File: src/rtl/reg_bank_rd.sv
// ---------------------------------------------------------------------------
// reg_bank_rd
//
// 32-entry register bank for the multicycle CPU. It has one write port, which
// is fed by the write-register selector (rt / sp / ra / rd). It has two read
// ports, which load the A and B operand latches.
//
// A read is registered. The request (rd_req, ReadReg1, ReadReg2) is captured
// on a rising edge, and the operands appear on A_out / B_out with rd_valid
// asserted for that one following cycle. When the write port targets a
// requested register in the same cycle, the new write data is forwarded into
// the latched operand. rd_hit_bypass flags that case.
//
// Ports
//   clk            in   1       system clock, rising edge
//   reset          in   1       asynchronous active-low reset
//   RegWrite       in   1       write enable
//   WriteReg       in   ADDR_W  write index
//   WriteData      in   DATA_W  write data
//   rd_req         in   1       read request, captures ReadReg1/ReadReg2
//   ReadReg1       in   ADDR_W  rs index
//   ReadReg2       in   ADDR_W  rt index
//   A_out          out  DATA_W  latched operand for ReadReg1
//   B_out          out  DATA_W  latched operand for ReadReg2
//   rd_valid       out  1       one-cycle pulse per accepted rd_req
//   rd_hit_bypass  out  1       with rd_valid: an operand came from the bypass
// ---------------------------------------------------------------------------
module reg_bank_rd #(
    parameter int DATA_W   = 32,
    parameter int ADDR_W   = 5,
    parameter int SP_IDX   = 29,
    parameter int SP_RESET = 227,
    parameter int RA_IDX   = 31
) (
    input  logic              clk,
    input  logic              reset,
    input  logic              RegWrite,
    input  logic [ADDR_W-1:0] WriteReg,
    input  logic [DATA_W-1:0] WriteData,
    input  logic              rd_req,
    input  logic [ADDR_W-1:0] ReadReg1,
    input  logic [ADDR_W-1:0] ReadReg2,
    output logic [DATA_W-1:0] A_out,
    output logic [DATA_W-1:0] B_out,
    output logic              rd_valid,
    output logic              rd_hit_bypass
);

    localparam int DEPTH = 1 << ADDR_W;

    // Power-on contents. Only the stack pointer has a non-zero start value.
    // The return-address register starts at zero like the general entries.
    function automatic logic [DATA_W-1:0] reset_value(input int idx);
        if (idx == SP_IDX) begin
            return DATA_W'(SP_RESET);
        end else if (idx == RA_IDX) begin
            return '0;
        end else begin
            return '0;
        end
    endfunction

    logic [DATA_W-1:0] regs [DEPTH];

    logic              wr_en;
    logic              byp1;
    logic              byp2;
    logic [DATA_W-1:0] val1;
    logic [DATA_W-1:0] val2;

    // ------------------------------------------------------------------
    // Operand selection for the values about to be latched.
    // Index 0 is excluded from wr_en. A write to r0 therefore never updates
    // the array and is never reported as a bypass.
    // ------------------------------------------------------------------
    // NOTE: every signal assigned in always_comb gets a default at the top so
    // that no path leaves it unassigned, which would infer a latch.
    always_comb begin
        wr_en = 1'b0;
        byp1  = 1'b0;
        byp2  = 1'b0;
        val1  = '0;
        val2  = '0;

        wr_en = RegWrite && (WriteReg != '0);
        byp1  = wr_en && (WriteReg == ReadReg1);
        byp2  = wr_en && (WriteReg == ReadReg2);

        if (ReadReg1 == '0) begin
            val1 = '0;
        end else if (byp1) begin
            val1 = WriteData;
        end else begin
            val1 = regs[ReadReg1];
        end

        if (ReadReg2 == '0) begin
            val2 = '0;
        end else if (byp2) begin
            val2 = WriteData;
        end else begin
            val2 = regs[ReadReg2];
        end
    end

    // ------------------------------------------------------------------
    // Register array
    // ------------------------------------------------------------------
    // NOTE: the array is built from flops with a reset, not from a RAM macro.
    // The stack pointer must come out of reset holding SP_RESET, and every
    // other entry must read zero.
    // NOTE: sequential state uses non-blocking assignments only. Every flop
    // then samples pre-edge values, so a same-edge read and write cannot race.
    always_ff @(posedge clk or negedge reset) begin
        if (!reset) begin
            for (int i = 0; i < DEPTH; i++) begin
                regs[i] <= reset_value(i);
            end
        end else if (wr_en) begin
            regs[WriteReg] <= WriteData;
        end
    end

    // ------------------------------------------------------------------
    // Operand latches and status flags.
    // When no request is made, the operands keep their last value, and the
    // valid and bypass flags drop.
    // ------------------------------------------------------------------
    always_ff @(posedge clk or negedge reset) begin
        if (!reset) begin
            A_out         <= '0;
            B_out         <= '0;
            rd_valid      <= 1'b0;
            rd_hit_bypass <= 1'b0;
        end else if (rd_req) begin
            A_out         <= val1;
            B_out         <= val2;
            rd_valid      <= 1'b1;
            rd_hit_bypass <= byp1 || byp2;
        end else begin
            rd_valid      <= 1'b0;
            rd_hit_bypass <= 1'b0;
        end
    end

endmodule

File: config.mk
export PLATFORM = sky130hd
export DESIGN_NAME = reg_bank_rd
export DESIGN_NICKNAME = d
export VERILOG_FILES = /design/src/rtl/reg_bank_rd.sv
export SDC_FILE = /design/constraint.sdc
export NUM_CORES = 2
export LEC_CHECK = 0
export CAP_MARGIN = 0
export CORE_MARGIN = 10
export CORE_UTILIZATION = 51
export CTS_CLUSTER_DIAMETER = 200
export CTS_CLUSTER_SIZE = 25
export DETAILED_ROUTE_END_ITERATION = 10
export HOLD_SLACK_MARGIN = 0.15
export PLACE_DENSITY = 0.79
export SLEW_MARGIN = 10
export SYNTH_ARGS = -nofsm -noshare
export SYNTH_HDL_FRONTEND = slang
export SYNTH_SLANG_ARGS = --single-unit
export TNS_END_PERCENT = 1
File: constraint.sdc
create_clock -name clk -period 1.5 [get_ports clk]
set_input_delay 0.15 -clock clk [delete_from_list [all_inputs] [get_ports clk]]
set_output_delay 0.15 -clock clk [all_outputs]
set_load 0.02 [all_outputs]
==> flow_summary.ini <==
[power_and_ir_drop]
total_leakage_power_uw = 0.0276
power_density_nw_per_um2 = 1150
vdd_drop_max_v = 0.000935

[yosys]
synth_top_family_by_area = multiplexers
yosys_warnings = 0
synth_area_per_cell_um2 = 15.7
synthAdderAreaFrac_pct = 0
synth-main-ff-cell = dfrtp_1
synth_compound_area_share_pct = 4.10
synthXorXnorAreaFrac_pct = 0.154
syn_inst = 3622
synth_edf_count = 0
synth-async-reset-ratio_pct = 100
syn_area_um2 = 57000
ys_seq_area_share_pct = 47.9
synth_seq_cells = 1090
synth_cell_types = 38
syn_nets = 3673
synth.area.mux_share_pct = 42.4
synthSimpleGateAreaFrac_pct = 1.72

[placement]
pre_cts_slack_ns = -0.849
dp.cells = 5216
dp_hpwl_mm = 110
globalplace.congestion = 0.874
portBuffers = 116

[drt]
avgViaCountPerCell = 6.88
routed_wl_mm = 166
drt-wirelength-per-cell_um = 31.3
vias = 36500
antenna_left = 0
drtIter0Drc = 3664
first_pass_iters = 7
drc = 0

[grt]
grtUsageMet3_pct = 6.36
grt_max_degree = 95
use_met2_pct = 41.7
grt.overflow.total = 0
use_met1_pct = 34.5
antenna_found_initial = 0
grt_pass1_wl_mm = 252
grt_pass1_vias = 38400
grtUsageTotal_pct = 26.2
grt_busiest_layer = met2

[worst_setup_path]
path_cells = mux4_2 > mux4_2 > inv_2 > o221ai_2
start_kind = flop
cp_top_family = multiplexers
worstPathRequired_ns = 2.06
end_kind = flop
crit_cells = 4
worstPathArrival_ns = 2.32
crit_path_max_fanout = 3
rrSetupSlack_ns = -0.26
path_common_cell = mux4_2
cpPeakStageDelay_ns = 0.53
cp_slowest_cell = mux4_2
worst-path-buf-inv = 1
reg2reg_depth = 4
critPathKind = reg2reg

[clock_tree]
cts_buffers = 49
clock-sinks = 1090
cts_tree = yes
htree_levels = 2
clk_latency_ns = 0.67
root_buffer = clkbuf_16
clock_path_buffers = 3
path_clk_slew_ns = 0.10

[finish]
antennaDiodeCount = 0
layout_commonest_cell = dfrtp_1
mostFrequentLayoutCells = 1073 x dfrtp_1, 992 x mux2_2, 576 x mux4_2, 286 x buf_4, 142 x buf_12
nFillCells = 8322
area_growth_pct = 13.7
fin_cells = 5300
drive_above_1_share_pct = 59.4
finalNetCount = 3843

[timing]
setup_viol = 65
rsz0062_at_grt = true
hold_viol = 0
min_period_over_period_pct = 117
tightest_slew_ns = 0.739
worst_clock_skew_ns = 0.0186
finalCriticalPeriod_ns = 1.76
fin_ws_ns = -0.258
maxClockFrequency_mhz = 569
relSlewSlack_pct = 50.6
slew_viol_final = 0

[worst_hold_path]
hp-class = in2async

[status]
violations = setup timing
outcome = finished, violations left

[die]
num_rows = 122
die_x_um = 354
core_area_um2 = 111000
initial_utilization_pct = 51.4
dieArea_um2 = 126000
ios = 117
die_y_um = 354

[run]
max-cap-violations = 0
synthesized netlist by cell type (all sizes together), types with 3 or more instances:
master	count	share of area (%)
dfrtp	1085	48
mux2	992	20
mux4	576	23
clkbuf	239	1.6
buf	189	1.8
a22o	128	2.0
nor2	83	0.55
nor2b	68	0.75
a41oi	64	0.98
o221ai	64	0.98
clkinv	39	0.26
inv	25	0.16
nand2	18	0.12
xor2	6	0.092
dfstp	5	0.23
nand3	4	0.035
nand3b	4	0.053
nor3b	4	0.053
xnor2	4	0.061
nor3	3	0.044
state kept, by name, summed over array words and instances (netlist names):
name           flops
rd_hit_bypass      1
A_out             32
rd_valid           1
B_out             32
regs            1024
power by group:
group          leakage [µW]  total [µW]  internal, µW  switching [µW]
registers            0.0140       39500         35000            4500
clock network      0.000641       15600          6110            9530
logic                0.0130       19400         11800            7640
total                0.0276       74600         52900           21700
worst reg2reg max path, stage by stage (launching register included):
cell      delay (ns)
dfrtp_1         0.42
mux4_2          0.49
mux4_2          0.53
inv_2           0.12
o221ai_2        0.10
layer usage:
metal	wire length (µm)	part of all wire, %
met3	15400	9.3
met2	79400	48
met5	0	0
met4	7860	4.7
met1	63300	38
layout make-up:
| type | instances | area [µm²] | area share (%) |
|---|---|---|---|
| repair buffers | 547 | 6010 | 9.27 |
| clock inverters | 3 | 28.8 | 0.0444 |
| multi-input cells | 2040 | 28000 | 43.3 |
| clock buffers | 68 | 1300 | 2.00 |
| flip-flops and latches | 1090 | 27300 | 42.1 |
| well taps | 1488 | 1860 | 2.87 |
| inverters | 64 | 253 | 0.390 |
cells by family after synthesis:
group	count (synthesis)
buffers and inverters	492
DFF	1090
xor gates and xnor gates	10
and+or+nand+nor	194
muxes	1568
AOI/OAI and AO/OA	268
stage by stage:
stage	total power (µW)	hold WS (ns)	setup TNS, ns	util (%)	area, µm²
detailed placement	59100	0.0144	-632.66	57.1	63200
finish	74600	0.212	-11.61	58.5	64800
global route	77700	0.225	-14.33	58.5	64800
floorplan	51900	-0.146	-85.73	-	57300
global placement	58000	0.0118	-609.89	57.1	63200
CTS	74500	0.160	-12.02	58.4	64700
worst paths after layout:
kind                                   from       endpoint
min in group clk                ReadReg1[1]  rd_hit_bypass
worst min register to register   regs[1000]     regs[1000]
worst min-delay path                  reset      regs[675]
max in group asynchronous             reset       regs[71]
worst max-delay path              regs[583]       B_out[7]
worst max register to register    regs[583]       B_out[7]
timing repair:
item	CTS	global route
buffers inserted	0	3
hold endpoints to repair	1148	1
pin swaps	1	2
gates cloned	0	0
setup endpoints to repair	283	464
resized for setup	361	33
hold buffers	8	2
(Power assumes the default switching activity.)
